## src/rtl/serial_to_word_deserializer.sv

```systemverilog
// serial_to_word_deserializer: packs a serial bit stream into DATA_W-bit words
// and presents them on a valid/ready port, with one word of skid capacity in the shift register.
module serial_to_word_deserializer #(
    parameter int DATA_W    = 16,
    parameter bit MSB_FIRST = 1
) (
    input  logic              clk_i,
    input  logic              srst_i,
    input  logic              data_i,
    input  logic              data_val_i,
    output logic              data_ready_o,
    output logic [DATA_W-1:0] deser_data_o,
    output logic              deser_data_val_o,
    input  logic              deser_ready_i
);
    localparam int CW = $clog2(DATA_W) + 1;
    logic [CW-1:0]     cnt;
    logic [DATA_W-1:0] shreg, out_word, word;
    logic              out_valid, acc, pop, free, full, last;
    assign full             = cnt == CW'(DATA_W);
    assign last             = cnt == CW'(DATA_W - 1);
    assign data_ready_o     = !full;
    assign deser_data_o     = out_word;
    assign deser_data_val_o = out_valid;
    assign acc              = data_val_i & data_ready_o;
    assign pop              = out_valid & deser_ready_i;
    assign free             = !out_valid | pop;
    assign word             = MSB_FIRST ? {shreg[DATA_W-2:0], data_i} : {data_i, shreg[DATA_W-1:1]};
    always_ff @(posedge clk_i) begin
        if (srst_i) begin
            cnt       <= '0;
            shreg     <= '0;
            out_word  <= '0;
            out_valid <= 1'b0;
        end else if (full && free) begin
            out_word  <= shreg;
            out_valid <= 1'b1;
            cnt       <= '0;
        end else if (acc && last && free) begin
            out_word  <= word;
            out_valid <= 1'b1;
            cnt       <= '0;
        end else if (acc && last) begin
            // slot still occupied: park the finished word in shreg and stall the source
            shreg <= word;
            cnt   <= CW'(DATA_W);
        end else begin
            if (acc) begin
                shreg <= word;
                cnt   <= cnt + 1'b1;
            end
            if (pop) out_valid <= 1'b0;
        end
    end
endmodule

```

## config.mk

```make
export PLATFORM = sky130hd
export DESIGN_NAME = serial_to_word_deserializer
export DESIGN_NICKNAME = d
export VERILOG_FILES = /design/src/rtl/serial_to_word_deserializer.sv
export SDC_FILE = /design/constraint.sdc
export NUM_CORES = 1
export LEC_CHECK = 0
export CORE_MARGIN = 8
export CORE_UTILIZATION = 40
export DETAILED_ROUTE_END_ITERATION = 16
export SLEW_MARGIN = 0
export SYNTH_ARGS = -nofsm -noshare
export SYNTH_HDL_FRONTEND = slang
export SYNTH_SLANG_ARGS = --single-unit
```

## constraint.sdc

```tcl
create_clock -name clk_i -period 5.8 [get_ports clk_i]
set_clock_uncertainty 0.1 [all_clocks]
set_input_delay 0.58 -clock clk_i [delete_from_list [all_inputs] [get_ports clk_i]]
set_output_delay 0.58 -clock clk_i [all_outputs]
set_load 0.005 [all_outputs]
```

# ---- Word level (Yosys, flattened, before mapping)
# Index checks and enable logic that the tools add are counted.
dict set report word_totals {
  register_bits 38
  output_inout_bits 18
  inputBits 5
  elab_cells 36
}
dict set report classes {
  n_eq_ne 3
  n_bitwise 5
  n_addsub 1
  mux 10
  reduce_logical 12
}
# op count
set ops {}
lappend ops {{two-way mux 16 bit} 4}
lappend ops {{two-way mux 5 bit} 2}
lappend ops {{adder 5 x 1 -> 5 bit (second input constant)} 1}
lappend ops {{equality test 5 x 4 -> 1 bit (second input constant)} 1}
lappend ops {{equality test 5 bit (second input constant)} 1}
lappend ops {{two-way mux 1 bit} 4}
lappend ops {{nonzero test 2 bit} 2}
lappend ops {{OR reduction 4 bit} 1}
lappend ops {{logical AND 1 bit} 3}
lappend ops {{!= test 3 bit (second input constant)} 1}
lappend ops {{AND reduction 3 bit} 1}
lappend ops {{nonzero test 3 bit} 1}
lappend ops {{OR reduction 3 bit} 1}
lappend ops {{bitwise AND 1 bit} 2}
lappend ops {{zero test 1 bit} 2}
lappend ops {{inverter 1 bit} 2}
lappend ops {{AND reduction 2 bit} 1}
lappend ops {{bitwise OR 1 bit} 1}

# ---- Depth between registers and ports, before layout
dict set report logic_depth {
  ltp_word 7
  ltp_mapped 7
  mapped_depth_nobuf 6
}

# ---- Least setup slack after synthesis
# Ideal clock, no wire load.
dict set report synth_timing {
  path_kind {reg2reg}
  start {reg cnt[0]}
  end {reg out_word[10] (netlist: deser_data_o[10])}
  path_buffers 1
  required_ns 5.588
  slack_ns 3.787
  period_less_slack_ns 2.013
  t_arrival_ns 1.801
  stages_incl_launch_ff 8
  setup_time_ns 0.112
  path_cell_list {dfxtp_1 > ha_1 > and3_1 > ha_1 > nand2_1 > clkbuf_1 > nor4_1 > a2111oi_1}
}
dict set report synth_via {
  elab_chain_cells 6
  elab_cells_between_ends 9
  classes_between {eq/ne: 2; mux: 1; bitwise: 1; reduce/logical: 5}
}
# element line_no
set synth_lines {}
lappend synth_lines {{from (decl)} 17} ;# logic [CW-1:0] cnt;
lappend synth_lines {{from (signal assigned)} 46} ;# cnt <= CW'(DATA_W);
lappend synth_lines {{from (signal assigned)} 50} ;# cnt <= cnt + 1'b1;
lappend synth_lines {{equality test 5 bit} 20} ;# assign full = cnt == CW'(DATA_W);
lappend synth_lines {{zero test 1 bit} 22} ;# assign data_ready_o = !full;
lappend synth_lines {{bitwise AND 1 bit} 25} ;# assign acc = data_val_i & data_ready_o;
lappend synth_lines {{logical AND 1 bit (2 in series)} 39} ;# end else if (acc && last && free) begin
lappend synth_lines {{nonzero test 2 bit (no source line)} n/a}
lappend synth_lines {{to (signal assigned)} 36} ;# out_word <= shreg;
lappend synth_lines {{to (signal assigned)} 40} ;# out_word <= word;
lappend synth_lines {{to (decl)} 18} ;# logic [DATA_W-1:0] shreg, out_word, word;
# Parallel ways exist; a longest one is shown, timed or not.
# A chain may end at the register's enable or synchronous reset.

# ---- Worst setup path in the final report
dict set report layout_timing {
  start {reg cnt[0]}
  end {out data_ready_o}
}
dict set report layout_via {
  elab_chain_cells 2
}
# element line_no
set layout_lines {}
lappend layout_lines {{equality test 5 bit} 20}
lappend layout_lines {{zero test 1 bit} 22}
lappend layout_lines {{to (decl)} 11} ;# output logic data_ready_o,
# Every way passes these cells.

==> out/summary.txt <==
Status: finished, final reports clean
Final hold violations: 0
RePlAce Congestion: 0.710
Crit path DAT: 2.19 ns
Mapped Area: 1760 um^2
Synth top area cells: dfxtp_1, mux2i_1, nand2b_1
Number of setup violations in the final report: 0
Syn Nets: 192
Register area: 761 um^2
Pleak: 0.711 nW
Cell taking the most area after synthesis: dfxtp_1
GRT overflow: 0
I/O Buffers: 22
H-tree Lvls: 2
Most common library cells after synthesis: dfxtp_1, inv_1, nand2b_1, mux2i_1, nor3_1
Count of cell types in the netlist: 31
Area of the multi-input gates: 843 um^2
Initial core utilization: 0.409
CP Class: register to output pin
Pwr dens: 267 nW/um^2
Yosys top cell area share: 0.433
Synthesis Warnings: 0
Fraction of layout cells with a size suffix above 1: 0.0758
Seq/Total Area, Yosys: 0.433
Number of synthesized register bits: 38
CTS tree: built
Starting DRT DRC Count: 71
Fin. max-slew vios: 0
Util after Layout: 0.478
# diodes: 0
Peak supply drop: 0.128 mV
Final wirelength: 4.01 mm
Worst path required time: 5.12 ns
Fmax: 349 MHz
Vias in the first global route: 1357
Inserted Clock Buffers: 5
Die height: 82.2 um
Crit path max fanout: 22
Top Ports: 23
Fraction of registers with async set/reset: 0
Post-layout nets: 206
Fin crit period: 2.87 ns
Slew @ Worst Pin: 1.27 ns
Clk Latency, worst-skew pair: 0.29 ns
RSZ-0062 raised after global routing: no
DIE AREA: 6760 um^2
Syn avg cell area: 9.54 um^2
Worst hold path type: register to register
Largest net degree at the start of global routing: 40
Die width: 82.2 um
CP Launch Type: register
Root buffer cell: clkbuf_8
Slew HR: 0.152
CP Capture Type: output pin
Layout area overhead: 16.9%
WL/cell: 16.0 um
Global Route Usage Sum: 0.127
Antenna Violating Nets Remaining: 0
Count leader, synth: dfxtp_1
Routed vias/inst: 5.56
FILL cells: 417
Post-synth EDFFs: 0
Post-CTS Hold Fix Bufs: 0
Clock Path Buffers: 2
Rows: 24
TritonRoute pass-1 iters: 4
Post_cts resized: 0
First-pass GRT wire length: 6.64 mm
Setup bufs post-CTS: 0
Via count: 1391
Tcrit/Tclk final: 0.495
Initial antenna violation count: 0
Worst-path clk slew: 0.07 ns
Post-Synthesis Cells: 184
Setup_tns: 0 ns
Dominant synthesized flop cell: dfxtp_1
Remaining DRCs: 0
Total of max-cap violations: 0
Clock Sinks: 38
Core Box Area: 4290 um^2
Final HPWL DP: 2.56 mm
per-stage QoR:
stage          setup slack [ns]  hold slack [ns]  instance area, um^2  instances  total power (W)
2_1_floorplan              3.79            0.349                 1760        184         0.000346
6_report                   2.93            0.368                 2050        250         0.000547
5_1_grt                    2.83            0.396                 2050        250         0.000575
3_3_place_gp               2.88            0.354                 1980        243         0.000379
4_1_cts                    2.92            0.375                 2050        250         0.000554
3_5_place_dp               2.79            0.360                 1980        243         0.000382
final timing paths:
check,end,slack (ns),startpoint,depth (start not counted)
setup / recovery,data_ready_o,2.93,cnt[0],5
hold reg to reg,deser_data_o[8],0.37,deser_data_o[8],2
hold / removal,deser_data_o[8],0.37,deser_data_o[8],2
setup reg to reg,deser_data_o[4],3.13,cnt[0],6
area by class of cell:
class | count | share of cell area
multi-input cells | 109 | 0.411
flip-flops and latches | 38 | 0.371
repair buffers | 23 | 0.111
inverters | 21 | 0.0384
clock buffers | 7 | 0.0372
well taps | 52 | 0.0317
placed cells by master (no fill, tap or decap), types with 3 or more instances in the layout:
cell type,count
a2111oi_0,7
nand2_1,3
nand2b_1,18
mux2i_1,17
a2111oi_2,5
a211oi_1,3
nor3_1,17
clkdlybuf4s50_1,22
nor4_1,16
clkbuf_8,5
dfxtp_1,38
ha_1,3
a2111oi_1,4
inv_1,20
worst max-delay path, stage by stage (launching register included):
cell             delay, ns
dfxtp_1               0.39
inv_1                 0.09
ha_1                  0.20
and4bb_4              0.29
inv_2                 0.34
clkdlybuf4s50_1       0.59
state kept, by name, summed over array words and instances (netlist names):
signal / count
deser_data_o: 16
cnt: 5
shreg: 16
deser_data_val_o: 1
cell families after synthesis:
| group | count (synthesis) | share of synthesized area |
|---|---|---|
| flip-flops | 38 | 0.433 |
| AO/OA/AOI/OAI | 24 | 0.138 |
| adder cells (fa/ha/maj) | 3 | 0.0214 |
| AND/OR/NAND/NOR | 64 | 0.217 |
| buffers and inverters | 37 | 0.0877 |
| multiplexers | 17 | 0.0969 |
| XOR/XNOR | 1 | 0.00499 |
per-layer routing:
layer	wire length (um)	global-route usage	up-vias
li1	-	-	690
met1	1800	0.156	674
met2	1950	0.199	18
met3	181	0.0422	9
met4	69	0.0561	0
met5	0	0	-
power by group:
group	internal [W]	switching, W
registers	0.000275	0.00000864
clock network	0.0000828	0.0000898
logic	0.0000456	0.0000454
(Power assumes the default switching activity.)
